**src/rtl/bcd_serial_converter.sv**
```systemverilog
// Serial binary-to-BCD converter (shift-and-add-3), one operand bit per clock.
// Optional macro BCD_SIGNED_EN: treat data as two's complement and report sign on neg.
module bcd_serial_converter #(
  parameter int DATA_W = 16,
  parameter int DIGITS = 5
) (
  input  logic                  clk,
  input  logic                  rst,
  input  logic                  start,
  input  logic [DATA_W-1:0]     data,
  output logic                  busy,
  output logic                  valid,
  output logic [4*DIGITS-1:0]   bcd,
  output logic                  neg,
  output logic                  ovf
);

  localparam int BCD_W = 4 * DIGITS;
  localparam int CNT_W = $clog2(DATA_W + 1);

  typedef enum logic [1:0] {
    IDLE,
    SHIFT,
    DONE
  } state_t;

  state_t             state_q, state_d;
  logic [DATA_W-1:0]  opnd_q;
  logic [BCD_W-1:0]   dig_q;
  logic [BCD_W-1:0]   dig_adj;
  logic [CNT_W-1:0]   cnt_q;
  logic               ovf_acc_q;
  logic               neg_acc_q;
  logic [DATA_W-1:0]  mag;
  logic               sign;

`ifdef BCD_SIGNED_EN
  // Negating the most negative value wraps to itself, which read unsigned is exactly 2^(DATA_W-1).
  assign sign = data[DATA_W-1];
  assign mag  = sign ? -data : data;
`else
  assign sign = 1'b0;
  assign mag  = data;
`endif

  assign busy = (state_q != IDLE);

  always_comb begin
    // NOTE: every output of a combinational block gets a default first so no path can infer a latch.
    dig_adj = dig_q;
    for (int i = 0; i < DIGITS; i++) begin
      if (dig_q[4*i +: 4] >= 4'd5) dig_adj[4*i +: 4] = dig_q[4*i +: 4] + 4'd3;
    end
  end

  always_comb begin
    state_d = state_q;
    case (state_q)
      IDLE:    if (start) state_d = SHIFT;
      SHIFT:   if (cnt_q == CNT_W'(1)) state_d = DONE;
      DONE:    state_d = IDLE;
      default: state_d = IDLE;
    endcase
  end

  // NOTE: sequential state uses non-blocking assignments so every register samples pre-edge values.
  always_ff @(posedge clk or negedge rst) begin
    if (!rst) begin
      state_q   <= IDLE;
      opnd_q    <= '0;
      dig_q     <= '0;
      cnt_q     <= '0;
      ovf_acc_q <= 1'b0;
      neg_acc_q <= 1'b0;
      valid     <= 1'b0;
      bcd       <= '0;
      neg       <= 1'b0;
      ovf       <= 1'b0;
    end else begin
      state_q <= state_d;
      valid   <= 1'b0;
      case (state_q)
        IDLE: begin
          if (start) begin
            opnd_q    <= mag;
            neg_acc_q <= sign;
            dig_q     <= '0;
            ovf_acc_q <= 1'b0;
            cnt_q     <= CNT_W'(DATA_W);
          end
        end
        SHIFT: begin
          // A 1 leaving the top digit means the value needs more than DIGITS digits.
          {dig_q, opnd_q} <= {dig_adj[BCD_W-2:0], opnd_q, 1'b0};
          ovf_acc_q       <= ovf_acc_q | dig_adj[BCD_W-1];
          cnt_q           <= cnt_q - CNT_W'(1);
        end
        DONE: begin
          valid <= 1'b1;
          bcd   <= ovf_acc_q ? {DIGITS{4'h9}} : dig_q;
          neg   <= neg_acc_q;
          ovf   <= ovf_acc_q;
        end
        default: ;
      endcase
    end
  end

endmodule

```
**config.mk**
```make
export PLATFORM = sky130hd
export DESIGN_NAME = bcd_serial_converter
export DESIGN_NICKNAME = d
export VERILOG_FILES = /design/src/rtl/bcd_serial_converter.sv
export SDC_FILE = /design/constraint.sdc
export NUM_CORES = 1
export LEC_CHECK = 0
export CAP_MARGIN = 5
export CORE_MARGIN = 3
export CORE_UTILIZATION = 59
export CTS_CLUSTER_DIAMETER = 150
export DETAILED_ROUTE_END_ITERATION = 8
export PLACE_DENSITY = 0.95
export SETUP_SLACK_MARGIN = 0.15
export SYNTH_ARGS = -nofsm -noshare
export SYNTH_HDL_FRONTEND = slang
export SYNTH_SLANG_ARGS = --single-unit
export TNS_END_PERCENT = 100
```
**constraint.sdc**
```tcl
create_clock -name clk -period 2.9 [get_ports clk]
set_input_delay 0.435 -clock clk [delete_from_list [all_inputs] [get_ports clk]]
set_output_delay 0.435 -clock clk [all_outputs]
set_load 0.02 [all_outputs]
```
==> results of run 1 <==
## state kept, by name, summed over array words and instances, names as in the netlist
| register | flops |
|---|---|
| state_q | 2 |
| ovf_acc_q | 1 |
| opnd_q | 16 |
| cnt_q | 5 |
| dig_q | 20 |
| ovf | 1 |
| bcd | 20 |
| valid | 1 |
## cell usage after synthesis, types with 6 or more instances
cell / count
inv_1: 23
buf_6: 6
nand2_1: 32
o2111ai_1: 10
o211ai_1: 6
dfrtp_1: 66
o21ai_1: 13
a21oi_1: 15
nor2_1: 13
o31ai_1: 16
buf_4: 6
o21ai_0: 22
a22oi_1: 15
ha_1: 12
nor2b_1: 17
## stage by stage
stage          std cells  hold WS (ns)  setup WS [ns]   util
2_1_floorplan        335         0.139           1.37      -
3_3_place_gp         433         0.367          0.928  0.684
3_5_place_dp         433         0.382          0.916  0.684
4_1_cts              449       0.00193          0.606  0.719
5_1_grt              449       0.00837          0.558  0.719
6_report             449     -0.000349          0.624  0.719
## power breakdown
part,switching (uW),internal [uW]
clock network,365,394
registers,330,1260
logic,1050,836
## critical path, delay by kind of cell, from the launching register on
| family | cells | cell delay (ns) |
|---|---|---|
| buffers and inverters | 1 | 0.54 |
| DFF | 1 | 0.57 |
| and+or+nand+nor | 1 | 0.38 |
## layout make-up
type | instances | area [um^2] | area share
multi-input combinational | 223 | 1490 | 0.375
clock buffer | 9 | 124 | 0.0311
sequential | 66 | 1650 | 0.415
inverter | 23 | 86.3 | 0.0217
timing repair buffer | 49 | 465 | 0.117
clock inverter | 7 | 70.1 | 0.0176
tap | 72 | 90.1 | 0.0226
## placed cells by master, fill, tap and decap left out, drive strengths merged, types with 2 or more instances in the layout
cell	synthesis	final
clkbuf	5	9
o21ai	35	35
a22oi	15	15
o221ai	5	5
ha	12	12
nand2b	5	5
buf	18	9
o211ai	6	6
o2111ai	10	10
nand2	32	32
o22ai	2	2
nor2	13	13
o31ai	16	16
inv	23	23
nor2b	18	18
o32ai	4	4
a32o	5	5
o21a	5	5
clkdlybuf4s50	0	40
or2b	3	3
and2b	4	4
a21oi	15	15
clkinv	0	5
xnor2	5	5
dfrtp	66	66
## layer usage
metal | wire [um] | GRT usage | vias to the layer above
li1 | - | - | 1278
met3 | 480 | 0.0822 | 18
met1 | 3170 | 0.311 | 1317
met2 | 3360 | 0.337 | 104
met4 | 125 | 0.0980 | 0
met5 | 0 | 0 | -
## path summary, 6_finish.rpt
kind / start / to / slack, ns / cells after the start
max: state_q[0] / busy / 0.62 / 2
min: rst / opnd_q[10] / -0.0003 / 1
max reg2reg: state_q[0] / cnt_q[4] / 0.92 / 4
min reg2reg: bcd[0] / bcd[0] / 0.48 / 2
max in group asynchronous: rst / bcd[13] / 2.19 / 2
min in group clk: bcd[0] / bcd[0] / 0.48 / 2
## cells by family after synthesis
kind of cell / after synthesis / share of synthesized area
adder cells (fa/ha/maj): 12 / 0.0441
buffers and inverters: 46 / 0.0757
XOR/XNOR: 5 / 0.0129
AO/OA/AOI/OAI: 122 / 0.249
other: 1 / 0.00110
multiplexers: 2 / 0.00625
flip-flops: 66 / 0.485
AND/OR/NAND/NOR: 81 / 0.126
==> results by group, run 1 <==
Run status
  • Status: finished, violations left
  • Failing checks: hold timing

Power and ir drop
  • Leak Pwr: 0.00175 uW
  • Pwr per Cell Area: 1060 nW/um^2
  • Worst vdd ir: 0.000616 V
  • Tot Pwr: 4230 uW

Detailed routing
  • DR vias/cell: 6.05
  • Starting DRT DRC Count: 295
  • Drt pass-1 iters: 6
  • DRC errors left: 0
  • Post-route ant nets: 0
  • Wire length per cell: 15.9 um
  • Final wirelength: 7140 um
  • Vias: 2717

Place
  • DP Area: 3790 um^2
  • GPL Wtd Cong: 0.866
  • Final HPWL DP: 5010 um
  • IO Port Bufs: 41

Floorplanning
  • Die area: 6720 um^2
  • Row cnt: 27
  • Starting Density: 0.614
  • Die Y-Extent: 82.0 um
  • Die Wd: 82.0 um
  • Core ar.: 5540 um^2
  • Ports: 43

STA
  • Total negative slack: 0 ns
  • Slew Limit Headroom: 0.513
  • Hold WS: -0.000349 ns
  • Hold Vio Cnt, Final: 2
  • Fmax: 439 MHz
  • Final setup viols: 0
  • Setup Skew: 0.00968 ns
  • Slew at the pin with the worst max-slew slack: 0.728 ns
  • RSZ-0062 raised after global routing: false
  • Final critical path time including I/O delays and setup: 2.28 ns
  • Slew Viols, Final: 0
  • Tcrit/Tclk final: 0.785

Layout
  • Layout cells sized above 1: 0.0902
  • Fill cell count: 361
  • # diodes: 0
  • Area Growth Syn to Fin: 17.0%
  • Nets: 403
  • Post-Layout Inst Area: 3980 um^2

Global route
  • Initial antenna violation count: 0
  • First-pass GRT wire length: 11600 um
  • Overall Global Routing Usage: 0.231
  • Vias in the first global route: 2443
  • Largest net degree at the start of global routing: 43
  • GRT overflow: 0

CTS
  • H-tree depth: 3
  • CTS root buffer: clkbuf_8
  • Clock latency on the worst-skew pair: 0.36 ns
  • Setup Buffers After CTS: 0
  • TritonCTS Buffers: 9
  • Clk slew on worst S/H paths: 0.08 ns
  • CTS tree: built
  • CTS Buffer Depth: 2
  • Cts repair resizes: 0
  • Sink Count: 66
  • Hold buffer count at cts: 0

Yosys
  • Post-synth top area share: 0.485
  • Synthesized flop and latch total: 66
  • FFs w/ async S/R, synth: 1.00
  • Library cells used by synthesis: 44
  • Synth top area cells: dfrtp_1, ha_1, nand2_1
  • Cell count after synthesis: 335
  • Syn Nets: 366
  • Largest area contributor in the netlist: dfrtp_1
  • Main synth FF type: dfrtp_1
  • EDFF count, synth: 0
  • Post-Synthesis Cell Area: 3400 um^2
  • Sequential area share after synthesis: 0.485
  • Syn. warnings: 0
  • Post-Syn Area per Cell: 10.2 um^2

Worst setup path
  • Worst endpoint required time: 2.47 ns
  • CP Cell Sequence: or2_2 > clkdlybuf4s50_1
  • Slowest-stage cell, CP: dfrtp_1
  • CP Capture Type: primary output
  • Critical path arrival: 1.84 ns
  • Crit-path max FO: 16
  • CP max stage delay: 0.57 ns
  • Setup CP Type: flop to primary output
  • Type of origin of the critical path: flop

Run
  • Number of max-cap violations: 0

Worst hold path
  • Hold Path Class: input port to async pin
(Power assumes the default switching activity.)
==> inputs of run 2 (changes only) <==
Settings changed: CORE_UTILIZATION 59 to 55, PLACE_DENSITY 0.95 to 0.9.
Clock period 2.9 ns to 2.2 ns, I/O delays scaled along.
==> run 2 against run 1 <==
  * Non-clock buffer count is 2 higher
  * Wire length up 1.8%
  * Total power is 33% higher
  * Combinational power rose by 34%
  * Global-route usage shrank 1.4 points
  * The flow now finishes without violations
==> results by group, run 2 (synthesis results as in run 1) <==
Run status
  • Status: completed

Worst setup path
  • Slowest-stage cell, CP: dfrtp_2
  • Worst setup path start: state_q[0]
  • Setup crit end: busy
  • CP Cell Sequence: or2_2 > dlygate4sd2_1
  • R2r setup slk: 0.50 ns
  • CP max stage delay: 0.51 ns
  • R2R cell count: 4
  • Type of origin of the critical path: flop
  • Critical path arrival: 1.51 ns
  • Worst R2R Start: state_q[0]
  • Crit-path max FO: 13
  • CP Capture Type: primary output
  • Worst path bufs/invs: 1
  • Setup CP Type: flop to primary output
  • FF-to-FF End: opnd_q[13]
  • Crit path max-delay family: flip-flops
  • WP depth: 2
  • Worst endpoint required time: 1.87 ns

STA
  • Fmax: 543 MHz
  • Final WS setup: 0.359 ns
  • Hold Vio Cnt, Final: 0
  • Slew Limit Headroom: 0.495
  • Final critical path time including I/O delays and setup: 1.84 ns
  • Total negative slack: 0 ns
  • Hold WS: 0.477 ns
  • RSZ-0062 raised after global routing: false
  • Slew at the pin with the worst max-slew slack: 0.758 ns
  • Slew Viols, Final: 0
  • Final setup viols: 0
  • Tcrit/Tclk final: 0.837
  • Setup Skew: 0.00746 ns

Floorplanning
  • Row cnt: 28
  • Die Y-Extent: 84.7 um
  • Starting Density: 0.571
  • Core ar.: 5960 um^2
  • Ports: 43
  • Die Wd: 84.7 um
  • Die area: 7170 um^2

Worst hold path
  • Hold Path Class: flop to flop

Global route
  • First-pass GRT wire length: 12600 um
  • Overall Global Routing Usage: 0.217
  • Vias in the first global route: 2564
  • GRT overflow: 0
  • Initial antenna violation count: 0
  • Largest net degree at the start of global routing: 67

Place
  • GPL Wtd Cong: 0.782
  • IO Port Bufs: 41
  • Post-place setup slack: 0.342 ns
  • Final HPWL DP: 4860 um

Detailed routing
  • Drt pass-1 iters: 5
  • Wire length per cell: 16.0 um
  • DRC errors left: 0
  • DR vias/cell: 5.87
  • Vias: 2666
  • Starting DRT DRC Count: 204
  • Final wirelength: 7270 um
  • Post-route ant nets: 0

CTS
  • CTS root buffer: clkbuf_8
  • TritonCTS Buffers: 9
  • Sink Count: 66
  • H-tree depth: 3
  • CTS Buffer Depth: 2
  • Clock latency on the worst-skew pair: 0.35 ns
  • Clk slew on worst S/H paths: 0.08 ns
  • CTS tree: built

Layout
  • Area Growth Syn to Fin: 18.6%
  • Layout Utilization: 0.678
  • Nets: 405
  • Most common cell after layout, fill and taps aside: dfrtp_1
  • Leading cell types in the layout, fill and taps excluded: dfrtp_1, clkdlybuf4s50_1, nand2_1, inv_1, o21ai_0
  • Biggest regs: bcd: 20 flops, dig_q: 20 flops, opnd_q: 16 flops
  • Layout cells sized above 1: 0.0950
  • # diodes: 0

Power and ir drop
  • Leak Pwr: 0.00176 uW
  • Tot Pwr: 5630 uW
  • Worst vdd ir: 0.000659 V
  • Pwr per Cell Area: 1390 nW/um^2

Run
  • Number of max-cap violations: 0
run 2: changes by cell type in the layout (fill, tap and decap cells not counted), sizes merged:
cell           change
buf                +1
clkdlybuf4s50      -1
clkinv             -3
clkinvlp           +2
dlygate4sd2        +1
dlygate4sd3        +1
inv                +1
run 2: repair_timing:
| item | in CTS | in global routing |
|---|---|---|
| hold buffers | 1 | 0 |
| endpoints found under the setup margin | 1 | 0 |
| setup buffers | 0 | 0 |
| hold endpoints to repair | 14 | 0 |
| resized for setup | 2 | 0 |
run 2: routing by layer:
layer | GRT usage | vias up | wire length, um
met5 | 0 | - | 0
met4 | 0.0863 | 0 | 78
met3 | 0.0275 | 7 | 402
met2 | 0.335 | 85 | 3490
met1 | 0.313 | 1290 | 3300
li1 | - | 1284 | -
run 2: worst min path at each step:
stage / startpoint / end / depth (start not counted)
5_1_grt: bcd[8] / bcd[8] / 2
4_1_cts: bcd[2] / bcd[2] / 2
3_5_place_dp: rst / opnd_q[6] / 2
6_report: bcd[2] / bcd[2] / 2
2_1_floorplan: rst / bcd[0] / 0
3_3_place_gp: rst / opnd_q[6] / 2
run 2: layout make-up:
| type | instances | area (um^2) |
|---|---|---|
| clock buffer | 9 | 124 |
| clock inverter | 7 | 78.8 |
| fill | 420 | 1920 |
| inverter | 23 | 86.3 |
| multi-input combinational | 223 | 1490 |
| sequential | 66 | 1650 |
| tap | 75 | 93.8 |
| timing repair buffer | 51 | 507 |
run 2: metrics by stage:
| step | instances | cell area, um^2 |
|---|---|---|
| after floorplan | 335 | 3400 |
| after detailed placement | 437 | 3820 |
| final | 454 | 4040 |
| after global placement | 437 | 3820 |
| after CTS | 454 | 4040 |
| after global routing | 454 | 4040 |
run 2: power by group:
group / internal, uW / switching, uW / leakage, uW
clock: 530 / 504 / 0.0000921
sequential: 1660 / 428 / 0.000865
combinational: 1110 / 1390 / 0.000801
total: 3300 / 2330 / 0.00176
run 2: worst min-delay path: cells and delay by family, from the launching register on:
family          cells  cell delay [ns]
compound gates      1             0.05
flops               1             0.34
simple gates        1             0.05
